### config.mk
export PLATFORM = sky130hd
export DESIGN_NAME = freq_div_multi
export DESIGN_NICKNAME = d
export VERILOG_FILES = /design/src/rtl/freq_pkg.sv /design/src/rtl/freq_div_multi_ch.sv /design/src/rtl/freq_div_multi.sv
export SDC_FILE = /design/constraint.sdc
export NUM_CORES = 1
export LEC_CHECK = 0
export CORE_AREA = 5 5 191 193
export CTS_CLUSTER_DIAMETER = 80
export DETAILED_ROUTE_END_ITERATION = 7
export DIE_AREA = 0 0 196 198
export PLACE_DENSITY = 0.49
export SLEW_MARGIN = 10
export SYNTH_ARGS = -nofsm -noshare
export SYNTH_HDL_FRONTEND = slang
export SYNTH_HIERARCHICAL = 1
export SYNTH_SLANG_ARGS = --single-unit
### constraint.sdc
create_clock -name clk_in -period 3 [get_ports clk_in]
set_clock_uncertainty 0.2 [all_clocks]
set_input_delay 0.6 -clock clk_in [delete_from_list [all_inputs] [get_ports clk_in]]
set_output_delay 0.6 -clock clk_in [all_outputs]
set_load 0.1 [all_outputs]
### src/rtl/freq_pkg.sv
// Shared constants, types and helpers for the multi-channel clock divider.
package freq_pkg;

    localparam int CW_DEFAULT = 19;
    localparam int DIV_1HZ    = 499999;

    typedef logic [CW_DEFAULT-1:0] cnt_t;
    typedef logic [CW_DEFAULT-1:0] div_t;

    // Channel-index width; a single channel still gets a one-bit index.
    function automatic int chidx_w(input int nch);
        return (nch > 1) ? $clog2(nch) : 1;
    endfunction

endpackage

### src/rtl/freq_div_multi_ch.sv
// One divider channel: counter, active/shadow divisor, pending flag, square wave and tick.
module freq_div_multi_ch
    import freq_pkg::*;
#(
    parameter int CW          = CW_DEFAULT,
    parameter int DIV_DEFAULT = DIV_1HZ
) (
    input  logic          clk_in,
    input  logic          rst,
    input  logic          en,
    input  logic          sync,
    input  logic          wr,
    input  logic [CW-1:0] wr_div,
    output logic          clk_out,
    output logic          tick,
    output logic          pend
);

    localparam logic [CW-1:0] DIV_INIT = CW'(DIV_DEFAULT);

    logic [CW-1:0] cnt_r, cnt_s;
    logic [CW-1:0] div_r, div_s;
    logic [CW-1:0] shadow_r, shadow_s;
    logic          pend_r, pend_s;
    logic          clk_r, clk_s;
    logic          tick_r, tick_s;

    // Next-state: sync restart, wrap/count, then the config write, which wins over a same-edge clear of pend.
    always_comb begin
        cnt_s    = cnt_r;
        div_s    = div_r;
        shadow_s = shadow_r;
        pend_s   = pend_r;
        clk_s    = clk_r;
        tick_s   = 1'b0;
        if (sync) begin
            cnt_s = {CW{1'b0}};
            clk_s = 1'b0;
            if (pend_r) begin
                div_s  = shadow_r;
                pend_s = 1'b0;
            end else begin
                div_s  = div_r;
            end
        end else if (en) begin
            // >= rather than == so an out-of-range count recovers on the next edge.
            if (cnt_r >= div_r) begin
                cnt_s  = {CW{1'b0}};
                clk_s  = ~clk_r;
                tick_s = 1'b1;
                if (pend_r) begin
                    div_s  = shadow_r;
                    pend_s = 1'b0;
                end else begin
                    div_s  = div_r;
                end
            end else begin
                cnt_s = cnt_r + CW'(1);
            end
        end else begin
            cnt_s = cnt_r;
        end
        if (wr) begin
            shadow_s = wr_div;
            pend_s   = 1'b1;
        end else begin
            shadow_s = shadow_s;
        end
    end

    // State register with synchronous reset.
    always_ff @(posedge clk_in) begin
        if (rst) begin
            cnt_r    <= {CW{1'b0}};
            div_r    <= DIV_INIT;
            shadow_r <= DIV_INIT;
            pend_r   <= 1'b0;
            clk_r    <= 1'b0;
            tick_r   <= 1'b0;
        end else begin
            cnt_r    <= cnt_s;
            div_r    <= div_s;
            shadow_r <= shadow_s;
            pend_r   <= pend_s;
            clk_r    <= clk_s;
            tick_r   <= tick_s;
        end
    end

    assign clk_out = clk_r;
    assign tick    = tick_r;
    assign pend    = pend_r;

endmodule

### src/rtl/freq_div_multi.sv
// Multi-channel programmable clock divider / tick generator top: write decode and channel array.
// Optional macro SYNC_RESTART_EN adds a 'sync' input that phase-aligns all channels.
module freq_div_multi
    import freq_pkg::*;
#(
    parameter int NCH         = 4,
    parameter int CW          = CW_DEFAULT,
    parameter int DIV_DEFAULT = DIV_1HZ
) (
    input  logic                      clk_in,
    input  logic                      rst,
`ifdef SYNC_RESTART_EN
    input  logic                      sync,
`endif
    input  logic [NCH-1:0]            en,
    input  logic                      cfg_we,
    input  logic [chidx_w(NCH)-1:0]   cfg_ch,
    input  logic [CW-1:0]             cfg_div,
    output logic [NCH-1:0]            cfg_pend,
    output logic [NCH-1:0]            clk_out,
    output logic [NCH-1:0]            tick
);

    localparam int CHW = chidx_w(NCH);

    logic           sync_s;
    logic [NCH-1:0] wr_s;

`ifdef SYNC_RESTART_EN
    assign sync_s = sync;
`else
    assign sync_s = 1'b0;
`endif

    // Out-of-range indices match no channel, so such writes are dropped.
    for (genvar i = 0; i < NCH; i++) begin : g_ch
        assign wr_s[i] = cfg_we & (cfg_ch == CHW'(i));

        freq_div_multi_ch #(
            .CW          (CW),
            .DIV_DEFAULT (DIV_DEFAULT)
        ) u_ch (
            .clk_in  (clk_in),
            .rst     (rst),
            .en      (en[i]),
            .sync    (sync_s),
            .wr      (wr_s[i]),
            .wr_div  (cfg_div),
            .clk_out (clk_out[i]),
            .tick    (tick[i]),
            .pend    (cfg_pend[i])
        );
    end

endmodule
## Word level (Yosys, flattened, before mapping)

Index checks and enable logic that the tools add are counted.

- Add/subtract/negate cells: 4
- Multiply operators: 0
- Div/mod/pow operators: 0
- Order comparisons: 4
- Equality and inequality tests: 3
- Shift-type cells: 0
- Multiplexer cells: 20
- Bitwise gates (word level): 12
- Reductions and logical operators: 25

Operators by type and width:

| kind | count |
|---|---|
| $add A19 B1 Y19 const B | 4 |
| $ge A19 B19 Y1 | 4 |
| $mux W19 | 4 |
| $mux W1 | 16 |
| $reduce_and A2 Y1 | 8 |
| $reduce_bool A2 Y1 | 8 |
| $reduce_and A3 Y1 | 4 |
| $not A1 Y1 | 8 |
| $reduce_or A2 Y1 | 4 |
| $and A1 B1 Y1 | 4 |
| $eq A2 B2 Y1 const B | 2 |
| $eq A2 B1 Y1 const B | 1 |
| $logic_not A2 Y1 | 1 |

- Register bits after elaboration: 240
- Latch bits: 0
- Memory bits (writable): 0
- Memory bits (read-only): 0
- Bits of input ports: 28
- Output and inout port bits: 12
- Word-level logic and storage cells: 92
- Memories kept: 0

## Longest topological paths before layout

- Depth in word-level cells: 4
- Gate-level depth with buffers: 11
- Mapped depth without buffers: 8

## Cells and area by module

The synthesis kept the hierarchy.

Modules (own cells, without submodules):

| module | instances | cells each | area each (µm²) | sequential area each (µm²) |
|---|---|---|---|---|
| freq_div_multi_ch at g_ch[0].u_ch ... | 3 | 317 | 2975.4 | 1201.2 |
| freq_div_multi_ch at g_ch[1].u_ch | 1 | 317 | 2935.3 | 1201.2 |
| freq_div_multi | 1 | 5 | 41.3 | 0.0 |

## Worst setup path before layout

Ideal clock, no wire load.

- Path type: register -> register
- Start: reg g_ch[1].u_ch.cnt_r[0]
- End: reg g_ch[1].u_ch.div_r[13]
- Setup time: 0.072 ns
- Data arrival time: 2.098 ns
- Data required time: 2.728 ns
- Path slack: 0.630 ns
- Cell stages (with the launch flop): 12
- Buffers on the path: 3
- Period minus slack after synthesis: 2.370 ns
- Path through: dfxtp_1 -> inv_1 -> ha_1 -> nand2b_4 -> a211oi_2 -> o311a_1 -> o211a_1 -> buf_6 -> a21oi_4 -> buf_12 -> buf_12 -> mux2i_1

- Cells in the longest elaborated chain, start to end: 2

Ends and longest elaborated chain:

| element | RTL line | RTL |
|---|---|---|
| from (decl) | freq_div_multi_ch.sv:21 | `logic [CW-1:0] cnt_r, cnt_s;` |
| from (signal assigned) | freq_div_multi_ch.sv:74 | `cnt_r <= {CW{1'b0}};` |
| from (signal assigned) | freq_div_multi_ch.sv:81 | `cnt_r <= cnt_s;` |
| $ge A19 B19 Y1 | freq_div_multi_ch.sv:47 | `if (cnt_r >= div_r) begin` |
| $reduce_and A3 Y1 (no source line) | - |  |
| to (signal assigned) | freq_div_multi_ch.sv:82 | `div_r <= div_s;` |
| to (decl) | freq_div_multi_ch.sv:22 | `logic [CW-1:0] div_r, div_s;` |

No other way between the ends.
A chain may end at the register's enable or synchronous reset.

## Worst setup path after layout

- Start: reg g_ch[2].u_ch.cnt_r[0]
- End: reg g_ch[2].u_ch.pend_r

- Cells in the longest elaborated chain, start to end: 3

Ends and longest elaborated chain:

| element | RTL line | RTL |
|---|---|---|
| from (decl) | freq_div_multi_ch.sv:21 |  |
| from (signal assigned) | freq_div_multi_ch.sv:74 |  |
| from (signal assigned) | freq_div_multi_ch.sv:81 |  |
| $ge A19 B19 Y1 | freq_div_multi_ch.sv:47 |  |
| $reduce_bool A2 Y1 (no source line) | - |  |
| $reduce_and A2 Y1 (no source line) | - |  |
| to (signal assigned) | freq_div_multi_ch.sv:84 | `pend_r <= pend_s;` |
| to (decl) | freq_div_multi_ch.sv:24 | `logic pend_r, pend_s;` |

No other way between the ends.

==> results.txt <==
----------------------------------------------------
[Clocking]
  Number of buffers inserted to repair setup after CTS ... 0
  TritonCTS clock tree ... yes
  Number of gates resized after cts ... 0
  CTS Buf Count ... 28
  Number of hold buffers added after CTS ... 0
  Clock-pin transition on the worst setup and hold timing paths ... 60 ps
  Number of levels the H-tree was split into ... 1
  Insertion delay of the later-clocked pin in the worst-skew pair ... 530 ps
  Root buffer cell ... sky130_fd_sc_hd__clkbuf_16
  Buffer levels on the longest clock path ... 3
  Clock sink total ... 240

[Pwr]
  Clock Power Share ... 0.474
  Switch Pwr ... 1550 µW
  Cell internal power dissipation ... 5400 µW
  Power per cell area ... 515 nW/µm²
  Share of total power in combinational logic ... 0.055
  Switching portion of total power ... 0.223
  Static leakage ... ~0.0053 µW
  Post-route total power ... 6950 µW
  Max VDD drop ... ~0.00041 V
  Part of the power in registers ... 0.471

[Timing]
  Max-slew violations ... 0
  Post-route setup TNS ... 0 ps
  Setup-violating endpoint count in the final report ... 0
  Final hold violation count ... 0
  Final worst-path cycle share ... 0.910
  Setup repair after global routing missed its margin ... false
  Worst hold margin ... approximately 250 ps
  Fmax ... 366 MHz
  Max-slew headroom ... 0.535
  Min cycle time layout ... 2730 ps
  Pin slew with the least headroom to its limit ... 697 ps

[Setup path]
  Crit path required time ... around 3200 ps
  Sequence of cells on the critical path ... inv_1 -> ha_1 -> nand2b_4 -> a211oi_2 -> o311a_1 -> o211a_1 -> o21bai_2 -> o22ai_1
  Largest delay share family, worst path ... compound AO/OA/AOI/OAI gates
  Data arrival time of the critical path ... between 2000 and 3000 ps
  Critical Path Fanout Max ... 17
  Path type of the worst setup path ... reg -> reg
  Combined buffer and inverter count along the critical path ... 1
  Worst stage delay on the critical path ... 600 ps
  Worst setup EP type ... flop
  Cell with the biggest individual delay on the critical path ... sky130_fd_sc_hd__o21bai_2
  Startpoint type of the worst setup path ... flop

[Synthesis]
  Primary FF master, synth ... sky130_fd_sc_hd__dfxtp_1
  Post-synth EDFFs ... 0
  Synth async-reset ratio ... 0
  Fraction of the yosys area taken by sequential cells ... 0.404
  Synthesis warning total ... 6
  Post-Synthesis Cell Area ... 11900 µm²
  Number of distinct library cell variants in the gate-level netlist after synthesis ... 53
  Number of instances in the synthesized netlist ... roughly 1300
  Average cell area after synthesis ... slightly above 9 µm²
  Flip-flop and latch count after synthesis ... 240

[Drt]
  Via total after detailed routing ... 8322
  Total iterations of the first detailed-routing run ... 4
  Final wirelength ... ~25000 µm
  DRT antenna net count ... 0
  Count of unresolved DRC violations after routing ... 0
  Routed wire per std cell ... 14.1 µm
  Starting DRT DRC Count ... 449
  Via-per-instance ratio ... 4.65

[Finish]
  Area growth from synthesis to layout ... 13.3%
  Layout net count ... 1424
  Number of fill cells ... around 3600
  Most frequent standard cell in the layout excluding fill and tap cells ... sky130_fd_sc_hd__dfxtp_1
  Highest-count cells in the layout ignoring fill and taps ... sky130_fd_sc_hd__dfxtp_1, sky130_fd_sc_hd__nor2_1, sky130_fd_sc_hd__mux2i_1
  Number of inserted diodes ... 0
  Fraction of final layout cells with drive strength greater than 1 ... 0.102

[Global route]
  Wire length of the first global-routing pass ... just over 40000 µm
  Overflow left after global routing ... 0
  Number of antenna violations at the first check in global routing ... 0
  Maximum number of pins on one net before global-route repair ... 108
  Via count of the first global-routing pass ... between 7000 and 8000
  GRT Overall Usage ... 0.129

[Hold path]
  Kind of path behind the tightest hold check ... in -> reg

[Status]
  Outcome ... finished, final reports clean

[Placement]
  GP Congestion ... around 0.77
  Number of port buffers ... 39
  Final HPWL DP ... 17200 µm

[Floorplanning]
  Initial Util ... 0.346
  Full die area ... 38800 µm²
  I/O pin cnt ... 40
  Core footprint ... 34400 µm²
  Horiz. Die Dim ... 196 µm
  Die outline height ... 198 µm
  Standard-cell row count ... 68

[Job]
  Max-capacitance violation count ... 0

----------------------------------------------------
[final timing paths]
check | startpoint | slack (ps) | depth (start not counted) | endpoint
max reg2reg | g_ch[2].u_ch/cnt_r[0]$_SDFFE_PP0P_ | 270 | 8 | g_ch[2].u_ch/pend$_SDFFE_PP0P_
min reg2reg | g_ch[1].u_ch/shadow_r[11]$_SDFFE_PP0P_ | 270 | 2 | g_ch[1].u_ch/div_r[11]$_SDFFE_PP0P_
min | rst | 250 | 2 | g_ch[2].u_ch/shadow_r[5]$_SDFFE_PP0P_
max | g_ch[2].u_ch/cnt_r[0]$_SDFFE_PP0P_ | 270 | 8 | g_ch[2].u_ch/pend$_SDFFE_PP0P_
[layout make-up]
cell class,count,area [µm²],area share
Clock buffer,46,850,0.0630
Clock inverter,3,42.5,0.00315
Inverter,96,360,0.0267
Multi-Input combinational cell,892,6290,0.467
Sequential cell,240,4800,0.356
Tap cell,455,569,0.0422
Timing Repair Buffer,58,567,0.0420
[worst reg2reg max path, stage by stage, from the launching register on]
cell                       delay (ps)
sky130_fd_sc_hd__dfxtp_1          420
sky130_fd_sc_hd__inv_1             90
sky130_fd_sc_hd__ha_1             280
sky130_fd_sc_hd__nand2b_4         110
sky130_fd_sc_hd__a211oi_2          60
sky130_fd_sc_hd__o311a_1          290
sky130_fd_sc_hd__o211a_1          360
sky130_fd_sc_hd__o21bai_2         600
sky130_fd_sc_hd__o22ai_1          170
[power groups by stage]
stage / clock network (µW) / registers [µW] / logic, µW
after global routing: 3560 / 3280 / 422
after floorplan: 0 / 3350 / 252
after detailed placement: 0 / 3340 / 389
after CTS: 3430 / 3270 / 390
after global placement: 0 / 3340 / 387
final: 3290 / 3270 / 383
[per-stage QoR]
stage,cell area [µm²],instances,utilization,setup WS [ps]
after floorplan,11900,1284,-,630
after global routing,13500,1790,0.392,61.2
final,13500,1790,0.392,271
after global placement,12600,1741,0.366,254
after detailed placement,12600,1741,0.366,213
after CTS,13500,1790,0.392,206
[state kept, by name (all words and copies together) (netlist names)]
register            flops
g_ch.u_ch/clk_out       4
g_ch.u_ch/div_r        76
g_ch.u_ch/shadow_r     76
g_ch.u_ch/pend          4
g_ch.u_ch/tick          4
g_ch.u_ch/cnt_r        76
[cells in the mapped netlist, types with 4 or more instances]
master | n | share of area
sky130_fd_sc_hd__and4_1 | 5 | 0.0037
sky130_fd_sc_hd__o311a_1 | 4 | 0.0034
sky130_fd_sc_hd__a221o_1 | 4 | 0.0034
sky130_fd_sc_hd__a211oi_2 | 4 | 0.0042
sky130_fd_sc_hd__a21oi_4 | 4 | 0.0055
sky130_fd_sc_hd__nor3_2 | 4 | 0.0034
sky130_fd_sc_hd__nand2b_4 | 4 | 0.0046
sky130_fd_sc_hd__inv_1 | 96 | 0.030
sky130_fd_sc_hd__buf_6 | 4 | 0.0038
sky130_fd_sc_hd__o22ai_1 | 4 | 0.0021
sky130_fd_sc_hd__nand3b_1 | 4 | 0.0025
sky130_fd_sc_hd__a31oi_1 | 4 | 0.0021
sky130_fd_sc_hd__xor2_1 | 43 | 0.032
sky130_fd_sc_hd__a221oi_1 | 4 | 0.0029
sky130_fd_sc_hd__o211a_1 | 4 | 0.0034
sky130_fd_sc_hd__clkbuf_8 | 9 | 0.010
sky130_fd_sc_hd__mux2i_1 | 108 | 0.091
sky130_fd_sc_hd__clkbuf_1 | 13 | 0.0041
sky130_fd_sc_hd__a21oi_1 | 28 | 0.012
sky130_fd_sc_hd__a21o_1 | 4 | 0.0025
sky130_fd_sc_hd__nand3_1 | 40 | 0.017
sky130_fd_sc_hd__buf_12 | 8 | 0.013
sky130_fd_sc_hd__a21o_2 | 4 | 0.0029
sky130_fd_sc_hd__xnor2_1 | 21 | 0.015
sky130_fd_sc_hd__nor2b_1 | 44 | 0.023
sky130_fd_sc_hd__nand4b_1 | 4 | 0.0029
sky130_fd_sc_hd__nand2b_1 | 34 | 0.018
sky130_fd_sc_hd__o21ai_0 | 12 | 0.0050
sky130_fd_sc_hd__o21bai_2 | 4 | 0.0038
sky130_fd_sc_hd__a211o_1 | 44 | 0.032
sky130_fd_sc_hd__dfxtp_1 | 240 | 0.40
sky130_fd_sc_hd__ha_1 | 80 | 0.084
sky130_fd_sc_hd__buf_1 | 12 | 0.0038
sky130_fd_sc_hd__nor2_1 | 211 | 0.067
sky130_fd_sc_hd__or2_2 | 4 | 0.0021
sky130_fd_sc_hd__nor3_1 | 9 | 0.0038
sky130_fd_sc_hd__or2b_2 | 30 | 0.022
sky130_fd_sc_hd__buf_4 | 4 | 0.0025
sky130_fd_sc_hd__nand4_1 | 32 | 0.017
sky130_fd_sc_hd__or3_1 | 7 | 0.0037
sky130_fd_sc_hd__nand2_1 | 53 | 0.017
[cells by family after synthesis]
group | share of synthesized area
compound gates | 0.0854
other cells | 0.000315
simple gates | 0.217
xor+xnor | 0.0471
flops | 0.404
fa+ha+maj | 0.0841
mux | 0.0908
buf+inv | 0.0715
[layer usage]
layer  wire [µm]  vias to the layer above  global-route usage
li1            -                     4364                   -
met1       13100                     3845               0.189
met2       11100                       82               0.201
met3         776                       31              0.0206
met4         406                        0              0.0287
met5           0                        -                   0
Power figures use the tool's default switching activity.
